===== src/rtl/approx_add_err_monitor_pkg.sv =====
// Shared types and width helpers for the approximate-adder error monitor.
package approx_mon_pkg;

  typedef enum logic [1:0] {
    IDLE,
    RUN,
    DRAIN,
    REPORT
  } state_t;

  localparam int unsigned DEF_W        = 16;
  localparam int unsigned DEF_LOG2_WIN = 8;

  function automatic int unsigned acc_width(input int unsigned w, input int unsigned log2_win);
    return w + 1 + log2_win;
  endfunction

  function automatic int unsigned sq_width(input int unsigned w, input int unsigned log2_win);
    return 2 * (w + 1) + log2_win;
  endfunction

endpackage


===== src/rtl/approx_add_err_monitor_if.sv =====
// Sample-in / result-out handshake bundle; res_sum_sq exists only with ERR_MON_MSE_EN.
interface approx_add_err_monitor_if #(
  parameter int unsigned W        = approx_mon_pkg::DEF_W,
  parameter int unsigned LOG2_WIN = approx_mon_pkg::DEF_LOG2_WIN
);
  localparam int unsigned ACC_W = approx_mon_pkg::acc_width(W, LOG2_WIN);
  localparam int unsigned SQ_W  = approx_mon_pkg::sq_width(W, LOG2_WIN);

  logic                in_valid;
  logic                in_ready;
  logic [W-1:0]        in_a;
  logic [W-1:0]        in_b;
  logic [W:0]          in_o;
  logic                res_valid;
  logic                res_ready;
  logic [ACC_W-1:0]    res_sum_abs;
  logic [W:0]          res_wce;
  logic [LOG2_WIN:0]   res_err_cnt;
`ifdef ERR_MON_MSE_EN
  logic [SQ_W-1:0]     res_sum_sq;
`endif

  modport master (
    output in_valid, in_a, in_b, in_o, res_ready,
    input  in_ready, res_valid, res_sum_abs, res_wce, res_err_cnt
`ifdef ERR_MON_MSE_EN
    , input res_sum_sq
`endif
  );

  modport slave (
    input  in_valid, in_a, in_b, in_o, res_ready,
    output in_ready, res_valid, res_sum_abs, res_wce, res_err_cnt
`ifdef ERR_MON_MSE_EN
    , output res_sum_sq
`endif
  );

endinterface


===== src/rtl/approx_add_err_monitor_absdiff.sv =====
// Exact sum and absolute error against an approximate adder result (combinational).
module approx_err_absdiff #(
  parameter int unsigned W = 16
) (
  input  logic [W-1:0] a,
  input  logic [W-1:0] b,
  input  logic [W:0]   o,
  output logic [W:0]   exact,
  output logic [W:0]   err
);

  always_comb begin
    exact = {1'b0, a} + {1'b0, b};
    err   = (exact >= o) ? (exact - o) : (o - exact);
  end

endmodule


===== src/rtl/approx_add_err_monitor.sv =====
// Windowed error statistics (sum |err|, max |err|, error count) for an approximate adder.
// Optional squared-error accumulation under ERR_MON_MSE_EN.
module approx_add_err_monitor
  import approx_mon_pkg::*;
#(
  parameter int unsigned W        = DEF_W,
  parameter int unsigned LOG2_WIN = DEF_LOG2_WIN
) (
  input  logic                clk,
  input  logic                rst_n,
  input  logic                start,
  output logic                busy,
  approx_add_err_monitor_if.slave mon
);

  localparam int unsigned ACC_W = acc_width(W, LOG2_WIN);
  localparam int unsigned SQ_W  = sq_width(W, LOG2_WIN);
  localparam logic [LOG2_WIN:0] WIN = {1'b1, {LOG2_WIN{1'b0}}};

  state_t              state, state_next;
  logic [LOG2_WIN:0]   cnt;
  logic                accept, in_ready, drain_done;
  logic [W:0]          exact, err, err_q;
  logic                miss_q, s1_valid;
  logic [ACC_W-1:0]    sum_abs;
  logic [W:0]          wce;
  logic [LOG2_WIN:0]   err_cnt;

  approx_err_absdiff #(.W(W)) u_absdiff (
    .a     (mon.in_a),
    .b     (mon.in_b),
    .o     (mon.in_o),
    .exact (exact),
    .err   (err)
  );

  assign accept = mon.in_valid & in_ready;

  always_ff @(posedge clk or negedge rst_n) begin
    if (!rst_n) state <= IDLE;
    else        state <= state_next;
  end

  // RUN holds (in_ready low) until stage 1 empties; DRAIN then covers the remaining stages.
  always_comb begin
    state_next = state;
    in_ready   = 1'b0;
    busy       = 1'b1;
    case (state)
      IDLE: begin
        busy = 1'b0;
        if (start) state_next = RUN;
      end
      RUN: begin
        in_ready = (cnt != WIN);
        if (cnt == WIN && !s1_valid) state_next = DRAIN;
      end
      DRAIN: if (drain_done) state_next = REPORT;
      REPORT: if (mon.res_ready) state_next = IDLE;
      default: state_next = IDLE;
    endcase
  end

  always_ff @(posedge clk or negedge rst_n) begin
    if (!rst_n) begin
      cnt      <= '0;
      s1_valid <= 1'b0;
      err_q    <= '0;
      miss_q   <= 1'b0;
      sum_abs  <= '0;
      wce      <= '0;
      err_cnt  <= '0;
    end else begin
      s1_valid <= accept;
      if (accept) begin
        err_q  <= err;
        miss_q <= (exact != mon.in_o);
      end
      if (state == IDLE && start) begin
        cnt     <= '0;
        sum_abs <= '0;
        wce     <= '0;
        err_cnt <= '0;
      end else begin
        if (accept) cnt <= cnt + 1'b1;
        if (s1_valid) begin
          sum_abs <= sum_abs + ACC_W'(err_q);
          if (err_q > wce) wce <= err_q;
          err_cnt <= err_cnt + (LOG2_WIN + 1)'(miss_q);
        end
      end
    end
  end

`ifdef ERR_MON_MSE_EN
  logic [2*W+1:0] sq_q;
  logic           mul_valid, drain_cnt;
  logic [SQ_W-1:0] sum_sq;

  assign drain_done = drain_cnt;

  always_ff @(posedge clk or negedge rst_n) begin
    if (!rst_n) begin
      sq_q      <= '0;
      mul_valid <= 1'b0;
      drain_cnt <= 1'b0;
      sum_sq    <= '0;
    end else begin
      mul_valid <= s1_valid;
      if (s1_valid) sq_q <= {{(W+1){1'b0}}, err_q} * {{(W+1){1'b0}}, err_q};
      drain_cnt <= (state == DRAIN) ? ~drain_cnt : 1'b0;
      if (state == IDLE && start) sum_sq <= '0;
      else if (mul_valid)         sum_sq <= sum_sq + SQ_W'(sq_q);
    end
  end

  assign mon.res_sum_sq = sum_sq;
`else
  assign drain_done = 1'b1;
`endif

  assign mon.in_ready    = in_ready;
  assign mon.res_valid   = (state == REPORT);
  assign mon.res_sum_abs = sum_abs;
  assign mon.res_wce     = wce;
  assign mon.res_err_cnt = err_cnt;

endmodule


===== src/flat_wrapper.sv =====
// flat-port wrapper written by rule: the top's interface ports become plain ports
module approx_add_err_monitor_flat import approx_mon_pkg::*;
#(
  parameter int unsigned W        = DEF_W,
  parameter int unsigned LOG2_WIN = DEF_LOG2_WIN
)
  (clk, rst_n, start, busy, mon_in_valid, mon_in_a, mon_in_b, mon_in_o, mon_res_ready, mon_in_ready, mon_res_valid, mon_res_sum_abs, mon_res_wce, mon_res_err_cnt);
  approx_add_err_monitor_if #(.W(W), .LOG2_WIN(LOG2_WIN)) mon_i ();
  input  logic clk;
  input  logic rst_n;
  input  logic start;
  output logic busy;
  input wire logic [$bits(mon_i.in_valid)-1:0] mon_in_valid;
  input wire logic [$bits(mon_i.in_a)-1:0] mon_in_a;
  input wire logic [$bits(mon_i.in_b)-1:0] mon_in_b;
  input wire logic [$bits(mon_i.in_o)-1:0] mon_in_o;
  input wire logic [$bits(mon_i.res_ready)-1:0] mon_res_ready;
  output wire logic [$bits(mon_i.in_ready)-1:0] mon_in_ready;
  output wire logic [$bits(mon_i.res_valid)-1:0] mon_res_valid;
  output wire logic [$bits(mon_i.res_sum_abs)-1:0] mon_res_sum_abs;
  output wire logic [$bits(mon_i.res_wce)-1:0] mon_res_wce;
  output wire logic [$bits(mon_i.res_err_cnt)-1:0] mon_res_err_cnt;
  assign mon_i.in_valid = mon_in_valid;
  assign mon_i.in_a = mon_in_a;
  assign mon_i.in_b = mon_in_b;
  assign mon_i.in_o = mon_in_o;
  assign mon_i.res_ready = mon_res_ready;
  assign mon_in_ready = mon_i.in_ready;
  assign mon_res_valid = mon_i.res_valid;
  assign mon_res_sum_abs = mon_i.res_sum_abs;
  assign mon_res_wce = mon_i.res_wce;
  assign mon_res_err_cnt = mon_i.res_err_cnt;
  approx_add_err_monitor #(.W(W), .LOG2_WIN(LOG2_WIN)) u_core (.clk(clk), .rst_n(rst_n), .start(start), .busy(busy), .mon(mon_i));
endmodule

===== config.mk =====
export PLATFORM = sky130hd
export DESIGN_NAME = approx_add_err_monitor_flat
export DESIGN_NICKNAME = d
export VERILOG_FILES = /design/src/rtl/approx_add_err_monitor_pkg.sv /design/src/rtl/approx_add_err_monitor_if.sv /design/src/rtl/approx_add_err_monitor_absdiff.sv /design/src/rtl/approx_add_err_monitor.sv /design/src/flat_wrapper.sv
export SDC_FILE = /design/constraint.sdc
export NUM_CORES = 1
export LEC_CHECK = 0
export CAP_MARGIN = 20
export CORE_AREA = 2 2 122 124
export DETAILED_ROUTE_END_ITERATION = 16
export DIE_AREA = 0 0 124 126
export GPL_TIMING_DRIVEN = 1
export PLACE_DENSITY = 0.73
export RECOVER_POWER = 50
export SYNTH_ARGS = -nofsm -noshare
export SYNTH_HDL_FRONTEND = slang
export SYNTH_SLANG_ARGS = --single-unit
export TNS_END_PERCENT = 5

===== constraint.sdc =====
create_clock -name clk -period 3.91 [get_ports clk]
set_clock_uncertainty 0.15 [all_clocks]
set_input_delay 0.9775 -clock clk [delete_from_list [all_inputs] [get_ports clk]]
set_output_delay 0.9775 -clock clk [all_outputs]
set_load 0.03 [all_outputs]

==> results.cfg <==
[layout]
layout.nets = 1160
final_util = 0.669
drive_gt1_frac = 0.192
antenna_cells = 0
syn_to_final_growth_pct = 38.3

[synth]
synth_fp_nets = 943
ys_seq_elements = 81
avgSynthCellArea_um2 = 8.73
synth-edff-count = 0
synthCells = 793
synthesis.area_um2 = 6920
ys_warn_count = 0
seq_area_frac_synth = 0.293
synth_cell_types = 64
synth_ff_type = dfrtp_1
async_flop_share = 1.00

[floorplan]
initial_core_util = 0.483
fp.dieArea_um2 = 15600
rows = 44
io_pins = 108
die_h_um = 126
core_area_um2 = 14300
dieWidth_um = 124

[grt]
grt_max_degree = 82
antenna_found_initial = 0
grt_pass1_vias = 6149
grt-ovfl-total = 0
grtUsageTotal = 0.215
grt_pass1_wl_um = 27800

[setup_path]
path_delay_family = compound AO/OA/AOI/OAI gates
r2r_slack_ps = 790
regToRegEndpoint = u_core.mon.res_sum_abs[17]
critPathMaxFanout = 5
cp.arrival_ps = 4830
r2r_start = u_core.state[1]
start_kind = input port
cp_common_cell = a21o_1
path_cells = buf_6, ha_4, fa_2, a21o_1, a21o_1, a21oi_2, o21ai_2, a41oi_2, a211o_1, o21bai_1, a21o_1, xor2_1, ha_1, a21o_1, a21o_1, a311oi_2, buf_4, o21ai_4, mux2_4, a31oi_4, xor2_1, o21ai_1
path_class = input port to register
reg2regPathDepth = 5
critPathSlowestCell = fa_2
crit_path_end_kind = register
cp_data_required_time_ps = 3970
crit_buf_inv = 2
slowest_delay_ps = 350

[clock_network]
insertion_delay_ps = 340
path_clk_slew_ps = 60
cts_tree = yes
cts_sinks = 81
cts_buffer_depth = 2
cts_root_buf = clkbuf_16
htree_levels = 3
cts_buffers = 9

[run]
drv_cap = 2

[detailed_routing]
vias = 6225
vias_per_cell = 5.20
drc = 0
drt_iter0_markers = 289
firstDrtPassIters = 4
ant_nets = 0
wirelength_um = 16500
wire_per_inst_um = 13.8

[sta]
slew_violations = 103
rsz0062_at_grt = yes
slew_headroom = -0.185
tightest_slew_ps = 1780
setup_ws_ps = -863
finalSetupTns_ps = -12020
period_share = 1.22
period_needed_ps = 4770
fmax_ghz = 0.210
hold_violations = 0
setup_viol = 17

[placement]
io_buffers = 107
hpwl_um = 12500
gp_congestion = 0.898
dpl_worst_slack_ps = -1680

[power]
irDropWorstVdd_uv = 253
p_per_area_nw_per_um2 = 620
total_power_w = 0.00594
p_leak_nw = 4.59

[hold_path]
min_path_cells = 2
min_path_type = register to register
hold_path_end = u_core.mon.res_sum_abs[24]
hp-start = u_core.mon.res_sum_abs[24]

[status]
outcome = complete, but fails checks
violations = max-capacitance violations, max-slew violations, negative setup slack
[worst min-delay path, cell delays in order, from the launching register on]
cell     delay [ps]
dfrtp_1         360
xnor2_1         120
nor2_1           40
[registers in the layout, indices dropped and copies added, names as in the netlist]
signal                  flops
u_core.cnt                  9
u_core.err_q               17
u_core.miss_q               1
u_core.mon.res_err_cnt      9
u_core.mon.res_sum_abs     25
u_core.mon.res_wce         17
u_core.s1_valid             1
u_core.state                2
[kinds of logic (layout without fill, tap and decap cells)]
family,count (synthesis),count (layout),share of synthesized area
AO/OA/AOI/OAI,193,194,0.185
AND/OR/NAND/NOR,219,219,0.148
XOR/XNOR,59,59,0.0747
flip-flops,81,81,0.293
buffers and inverters,104,324,0.0615
multiplexers,41,41,0.0598
adder cells (fa/ha/maj),96,96,0.178
[cell type report]
cell class	count	area, um^2
multi-input combinational	609	4710
clock buffer	10	229
inverter	75	282
tap	184	230
clock inverter	5	56.3
timing repair buffer	234	2040
fill	1187	4740
sequential	81	2030
[per-layer routing]
layer	up-vias	GRT usage	wire length, um
li1	3206	-	-
met1	2885	0.281	7560
met2	124	0.382	8280
met3	10	0.0222	525
met4	0	0.0463	141
met5	-	0	0
[worst max path at each step]
stage / from / endpoint / depth (start not counted) / slack (ps)
after global routing: mon_in_a[0] / u_core.err_q[6] / 22 / -1060
after global placement: mon_in_b[0] / u_core.err_q[14] / 21 / -1650
after floorplan: mon_in_b[0] / u_core.err_q[14] / 20 / -1080
final: mon_in_a[0] / u_core.err_q[6] / 22 / -860
after detailed placement: mon_in_b[1] / u_core.err_q[6] / 20 / -1680
after CTS: mon_in_a[1] / u_core.err_q[6] / 20 / -940
[synth_stat cells (3+ instances only)]
| library cell | n | area share |
|---|---|---|
| or3_1 | 7 | 0.0063 |
| a21oi_1 | 49 | 0.035 |
| o21bai_1 | 7 | 0.0076 |
| and3_1 | 9 | 0.0081 |
| o21ai_0 | 29 | 0.021 |
| a211oi_1 | 6 | 0.0065 |
| a21o_1 | 31 | 0.034 |
| buf_6 | 3 | 0.0049 |
| a211o_1 | 3 | 0.0038 |
| clkbuf_1 | 16 | 0.0087 |
| nor2_1 | 84 | 0.046 |
| dfrtp_1 | 81 | 0.29 |
| a2111oi_0 | 3 | 0.0038 |
| nand2b_1 | 6 | 0.0054 |
| fa_1 | 4 | 0.012 |
| and2_1 | 5 | 0.0045 |
| inv_1 | 75 | 0.041 |
| o211ai_1 | 4 | 0.0043 |
| nand2_1 | 50 | 0.027 |
| mux2i_1 | 38 | 0.055 |
| o21ai_1 | 14 | 0.010 |
| buf_2 | 7 | 0.0051 |
| nand4_1 | 12 | 0.011 |
| xor2_1 | 26 | 0.033 |
| nor3_1 | 7 | 0.0051 |
| nand3_1 | 14 | 0.010 |
| a31o_2 | 5 | 0.0063 |
| o21a_1 | 6 | 0.0065 |
| ha_1 | 92 | 0.17 |
| a41oi_1 | 3 | 0.0038 |
| xnor2_1 | 33 | 0.042 |
| a31oi_1 | 14 | 0.013 |
| nor2b_1 | 13 | 0.012 |
[layout by cell type, fill, tap and decap left out, types with 11 or more instances in the layout]
cell type,n
buf_4,119
clkdlybuf4s50_1,97
ha_1,88
nor2_1,83
dfrtp_1,81
inv_1,75
nand2_1,50
a21oi_1,45
xnor2_1,33
mux2i_1,32
a21o_1,31
o21ai_0,28
xor2_1,26
nand3_1,14
a31oi_1,12
nand4_1,12
nor2b_1,11
o21ai_1,11
[repair_timing]
item | CTS | global route
pin swaps | 28 | 24
cloned | 1 | 0
hold buffers | 0 | 0
setup endpoints to repair | 17 | 17
resized for setup | 47 | 19
buffers inserted | 14 | 2
[report_power, final]
group          internal (W)  leakage [nW]  switching, W
registers           0.00111          1.08      0.000303
logic               0.00172          3.38       0.00198
clock network      0.000491         0.139      0.000330
total               0.00332          4.59       0.00262
[metrics by stage]
stage | std cells | cell area (um^2) | hold slack [ps]
2_1_floorplan | 793 | 6950 | 346
3_3_place_gp | 1164 | 8930 | 372
3_5_place_dp | 1164 | 8930 | 395
4_1_cts | 1194 | 9470 | 405
5_1_grt | 1198 | 9570 | 448
6_report | 1198 | 9570 | 398
(Power assumes the default switching activity.)
